## config.mk

```make
export PLATFORM = sky130hd
export DESIGN_NAME = spi_exec_debug_master
export DESIGN_NICKNAME = d
export VERILOG_FILES = /design/src/rtl/spi_exec_debug_master.sv
export SDC_FILE = /design/constraint.sdc
export NUM_CORES = 1
export LEC_CHECK = 0
export ABC_AREA = 1
export BUFFER_PORTS_ARGS = -buffer_cell sky130_fd_sc_hd__buf_4
export CAP_MARGIN = 20
export CORE_MARGIN = 10
export CORE_UTILIZATION = 52
export DETAILED_ROUTE_END_ITERATION = 10
export GPL_ROUTABILITY_DRIVEN = 0
export PLACE_DENSITY_LB_ADDON = 0.05
export SLEW_MARGIN = 20
export SYNTH_ARGS = -nofsm -noshare
export SYNTH_HDL_FRONTEND = slang
export SYNTH_SLANG_ARGS = --single-unit
```

## constraint.sdc

```tcl
create_clock -name i_clock -period 1.56 [get_ports i_clock]
set_clock_uncertainty 0.15 [all_clocks]
set_input_delay 0 -clock i_clock [delete_from_list [all_inputs] [get_ports i_clock]]
set_output_delay 0 -clock i_clock [all_outputs]
set_load 0.05 [all_outputs]
```

## src/rtl/spi_exec_debug_master.sv

```systemverilog
// spi_exec_debug_master: two-frame SPI mode-0 read-back of a selected exec-stage field (start/sel in, valid/data out, sclk/mosi/ss_n/miso pins)
module spi_exec_debug_master #(
  parameter int NB_BITS = 32,
  parameter int CLK_DIV = 2
) (
  input  logic               i_clock,
  input  logic               i_reset,
  input  logic               i_start,
  input  logic [1:0]         i_sel,
  output logic               o_busy,
  output logic               o_valid,
  output logic [NB_BITS-1:0] o_data,
  output logic               o_sclk,
  output logic               o_mosi,
  output logic               o_ss_n,
  input  logic               i_miso
);
  localparam int BW = $clog2(NB_BITS) + 1;
  localparam int DW = $clog2(CLK_DIV) + 1;
  localparam logic [DW-1:0] DIV_LAST = DW'(CLK_DIV - 1);
  localparam logic [BW-1:0] BIT_LAST = BW'(NB_BITS - 1);
  typedef enum logic [2:0] {IDLE, FRAME_A, GAP, FRAME_B, DONE} state_t;
  state_t state, state_n;
  logic [DW-1:0] div_cnt;
  logic [BW-1:0] bit_cnt;
  logic [1:0] sel_q, sel_in;
  logic [NB_BITS-1:0] tx, rx, req;
  logic sclk, in_frame, tick, rise, fall, frame_end, gap_end, accept;
  assign in_frame  = state == FRAME_A || state == FRAME_B;
  assign tick      = in_frame && div_cnt == DIV_LAST;
  assign rise      = tick && !sclk;
  assign fall      = tick && sclk;
  assign frame_end = fall && bit_cnt == BIT_LAST;
  assign gap_end   = state == GAP && div_cnt == DIV_LAST;
  assign accept    = state == IDLE && i_start;
  assign sel_in    = state == IDLE ? i_sel : sel_q;
  always_comb begin
    req = '0;
    req[17:16] = sel_in;
  end
  always_comb begin
    state_n = state;
    case (state)
      IDLE:    state_n = i_start ? FRAME_A : IDLE;
      FRAME_A: state_n = frame_end ? GAP : FRAME_A;
      GAP:     state_n = gap_end ? FRAME_B : GAP;
      FRAME_B: state_n = frame_end ? DONE : FRAME_B;
      default: state_n = IDLE;
    endcase
  end
  always_ff @(posedge i_clock) state <= i_reset ? IDLE : state_n;
  always_ff @(posedge i_clock) begin
    if (i_reset) begin
      sel_q   <= '0;
      div_cnt <= '0;
      bit_cnt <= '0;
      sclk    <= 1'b0;
      tx      <= '0;
      rx      <= '0;
      o_data  <= '0;
    end else begin
      sel_q   <= accept ? i_sel : sel_q;
      div_cnt <= (tick || gap_end || !(in_frame || state == GAP)) ? '0 : div_cnt + 1'b1;
      bit_cnt <= frame_end ? '0 : fall ? bit_cnt + 1'b1 : bit_cnt;
      sclk    <= tick ? ~sclk : sclk;
      tx      <= (accept || gap_end) ? req : fall ? {tx[NB_BITS-2:0], 1'b0} : tx;
      rx      <= rise ? {rx[NB_BITS-2:0], i_miso} : rx;
      o_data  <= (state == FRAME_B && frame_end) ? rx : o_data;
    end
  end
  assign o_busy  = in_frame || state == GAP;
  assign o_valid = state == DONE;
  assign o_sclk  = sclk;
  assign o_ss_n  = !in_frame;
  assign o_mosi  = in_frame && tx[NB_BITS-1];
endmodule

```

---- Word-level counts from Yosys, hierarchy flattened ----
Index checks and enable logic that the tools add are counted.
word-level totals
  output and inout bits ................... 37
  logic and storage cells ................. 47
  flip-flop bits (word level) ............. 94
  input bits .............................. 6
operators by class
  equality and inequality tests ........... 6
  add/subtract/negate cells ............... 2
  mux-type cells .......................... 8
  bitwise operators ....................... 1
  reductions and logical operators ........ 21
operators by type and width
  operator               count
  $mux W18               2
  $pmux W3 S4            1
  $logic_and A1 B1 Y1    8
  $add A6 B1 Y6 const B  1
  $eq A3 B2 Y1 const B   2
  $eq A6 B5 Y1 const B   1
  $reduce_or A2 Y1       3
  $logic_or A1 B1 Y1     5
  $mux W2                2
  $eq A3 B1 Y1 const B   1
  $eq A3 B3 Y1 const B   1
  $logic_not A1 Y1       3
  $logic_not A3 Y1       1
  $mux W3                1
  $add A2 B1 Y2 const B  1
  $eq A2 B1 Y1 const B   1
  $mux W1                2
  $reduce_bool A2 Y1     1
  $not A1 Y1             1

---- Longest topological paths before layout ----
  depth after elaboration ................. 7
  mapped depth ............................ 10

---- Worst setup path before layout ----
No wires, ideal clock.
  path type ............................... reg2reg
  from .................................... reg sclk, in the netlist o_sclk
  to ...................................... reg rx[10]
  path slack .............................. -161 ps
  period minus slack after synthesis ...... 1721 ps
  buffers on the path ..................... 2
  arrival time ............................ 1443 ps
  cell stages (with the launch flop) ...... 6
  path through ............................ dfxtp_1 > inv_1 > nand4_1 > buf_2 > clkbuf_1 > a21oi_1
on the way
  word-level cells in the longest chain between the ends .. 2
ends and longest elaborated chain
  what                    RTL line  source
  start, declared         28        logic sclk, in_frame, tick, rise, fall, frame_end, gap_end, accept;
  start signal, assigned  65        sclk <= tick ? ~sclk : sclk;
  $logic_not A1 Y1        31        assign rise = tick && !sclk;
  $logic_and A1 B1 Y1     31
  end signal, assigned    67        rx <= rise ? {rx[NB_BITS-2:0], i_miso} : rx;
  end, declared           27        logic [NB_BITS-1:0] tx, rx, req;
No other way between the ends.
A chain may end at the register's enable or synchronous reset.

---- Final worst setup path ----
  from .................................... reg div_cnt[1]
  to ...................................... reg rx[13]
on the way
  word-level cells in the longest chain between the ends .. 3
ends and longest elaborated chain
  what                    RTL line  source
  start, declared         24        logic [DW-1:0] div_cnt;
  start signal, assigned  63        div_cnt <= (tick || gap_end || !(in_frame || state == GAP)) ? '0 : div_cnt + 1'b1;
  $eq A2 B1 Y1            30        assign tick = in_frame && div_cnt == DIV_LAST;
  $logic_and A1 B1 Y1     30
  $logic_and A1 B1 Y1     31
No other way between the ends.

==> impl_metrics.py <==
metrics = {
    "outcome": {
        "status": "complete, but fails checks",
        "violations": "setup timing",
    },
    "timing": {
        "rsz0062_at_grt": "yes",
        "clock.fmax_mhz": 605.6,
        "postLayoutSetupSlackWorst_ns": -0.09117,
        "hold_viol_final": 0,
        "setup_violations": 45,
        "max_slew_margin": 0.8209,
        "whs_ns": 0.2615,
        "setup_tns_ns": -0.8584,
        "period_needed_ns": 1.651,
        "slew_violations": 0,
        "finalCritPeriodShare": 1.058,
        "tightest_slew_ns": 0.2686,
    },
    "clock_network": {
        "clk_latency_ns": 0.35,
        "cts.sinks": 94,
        "clockBufferDepth": 2,
        "cts_root_buf": "clkbuf_8",
        "cts_made_buffers": 9,
        "clk_pin_slew_ns": 0.09,
        "cts_tree": "done",
        "htreeDepth": 3,
    },
    "power": {
        "power_density_nw_per_um2": 791.4,
        "p_leak_nw": 2.224,
        "ir_drop_v": 0.0006164,
        "p_total_mw": 4.268,
    },
    "detailed_routing": {
        "vias": 3630,
        "drtPass1Iterations": 4,
        "antenna_left": 0,
        "viasPerCell": 4.973,
        "drt-total-wl_um": 9664,
        "wl_per_cell_um": 13.24,
        "route.detailed.drc": 0,
        "drtIter0Drc": 169,
    },
    "setup_path": {
        "worstPathArrival_ns": 1.76,
        "critPathKind": "flip-flop to flip-flop",
        "rr_worst_depth": 8,
        "worst-path-stages": 8,
        "startpoint": "div_cnt[1]",
        "crit_buf_inv": 4,
        "worstSetupStartpointType": "flip-flop",
        "crit_family": "buffers and inverters",
        "required_ns": 1.67,
        "crit_slowest_cell": "dfxtp_2",
        "crit_fanout": 8,
        "rr_endpoint": "rx[13]",
        "crit_chain": "inv_2 -> ha_4 -> buf_4 -> nand4_1 -> buf_6 -> buf_12 -> o21ai_2 -> a21oi_1",
        "reg2reg_setup_slack_ns": -0.09,
        "end_kind": "flip-flop",
        "r2r_start": "div_cnt[1]",
        "slowest_delay_ns": 0.33,
    },
    "place": {
        "port_buffers": 42,
        "place_inst": 691,
        "dpl.hpwl_um": 5037,
    },
    "logic_synthesis": {
        "seq_area_frac_synth": 0.4761,
        "ys_warn_count": 0,
        "syn_inst": 559,
        "syn_nets": 567,
        "synth.avg_cell_area_um2": 7.071,
        "ys_seq_elements": 94,
        "synth_top_area_frac": 0.4761,
        "synth_top_cell_by_area": "dfxtp_1",
        "synth_area_um2": 3953,
        "synthTopCellsByArea": "dfxtp_1, nand2_1, inv_1",
        "synth_cell_types": 23,
    },
    "floorplanning": {
        "start_util": 0.5392,
        "placementRows": 31,
        "die_area_um2": 11490,
        "fp.dieW_um": 107.2,
        "ioPinCount": 43,
        "fp.dieH_um": 107.2,
        "core-area_um2": 7331,
    },
    "hold_path": {
        "min_from": "i_reset",
        "hold_path.class": "input port to flip-flop",
        "hold_end": "state[2]",
        "hold_path_depth": 3,
    },
    "grt": {
        "grt.total_usage": 0.1494,
        "grt_overflow": 0,
        "grt_pass1_vias": 3199,
        "grt_pass1_wl_um": 14380,
        "antenna_found_initial": 0,
        "grt_start_max_net_pins": 44,
    },
    "run": {
        "maxCapViolCount": 0,
    },
    "cells_and_area": {
        "final_cells": 730,
        "layout_common_cells": "nand2_1, inv_1, dfxtp_1, buf_4, nor2_1",
        "layout_commonest_cell": "nand2_1",
        "antennaDiodeCount": 0,
        "drive_above_1_share": 0.3185,
        "area_growth_pct": 36.44,
        "fin_nets": 634,
    },
}
-- logic make-up after synthesis --
| group | Yosys count | synth area share |
|---|---|---|
| and+or+nand+nor | 228 | 0.2523 |
| buffers and inverters | 144 | 0.1500 |
| DFF | 94 | 0.4761 |
| AOI/OAI and AO/OA | 91 | 0.1152 |
| adders and majority gates | 2 | 0.006330 |
-- metrics by stage --
step / utilization / cell area [µm²] / worst slack (ns)
finish: 0.7356 / 5393 / -0.09117
floorplan: - / 3959 / 0.02730
CTS: 0.6754 / 4951 / -0.01328
global placement: 0.6090 / 4464 / -0.08777
detailed placement: 0.6090 / 4464 / -0.09028
global route: 0.7356 / 5393 / -0.1431
-- state kept, by name, summed over array words and instances (netlist names) --
register	count
bit_cnt	6
o_data	32
state	3
tx	16
div_cnt	2
sel_q	2
o_sclk	1
rx	32
-- power by group --
part	switching [mW]	total [mW]	internal, mW
clock network	0.847	1.47	0.624
registers	0.0293	2.47	2.44
logic	0.194	0.330	0.137
-- worst min-delay path, delay by kind of cell --
family	cells	cell delay [ns]
and+or+nand+nor	1	0.05
buffers and inverters	2	0.67
-- synth_stat cells (all sizes together) --
| master | n |
|---|---|
| ha | 2 |
| nand3 | 12 |
| nand2 | 126 |
| a21oi | 58 |
| clkbuf | 9 |
| nor2 | 53 |
| or2 | 1 |
| nand4 | 35 |
| inv | 110 |
| dfxtp | 94 |
| nand3b | 1 |
| clkinv | 1 |
| buf | 24 |
| o21ai | 33 |
-- metal layers --
metal	vias to the layer above	GRT usage	wire length, µm
li1	1869	-	-
met3	20	0.03832	489
met4	0	0.06770	215
met5	-	0	0
met1	1661	0.1718	4255
met2	80	0.2544	4704
-- worst max-delay path by stage --
stage                 endpoint  slack (ns)
floorplan           o_data[21]        0.03
global placement    o_data[27]       -0.09
detailed placement  o_data[25]       -0.09
CTS                 o_data[28]       -0.01
global route            rx[13]       -0.14
finish                  rx[13]       -0.09
-- final cells by class --
cell class	count	area, µm²
fill	557	1938
sequential	94	1891
multi-input combinational	321	1842
timing repair buffer	89	943.4
inverter	111	416.7
clock buffer	11	141.4
tap	99	123.9
clock inverter	5	35.03
-- what timing repair did --
action | in CTS | in global routing
pin swaps | 6 | 32
buffers inserted | 8 | 2
endpoints found under the setup margin | 86 | 88
hold buffers | 5 | 0
endpoints found under the hold margin | 11 | 0
resized for setup | 24 | 135
cloned | 4 | 4
Note: power is estimated with default switching activity, not from simulation.
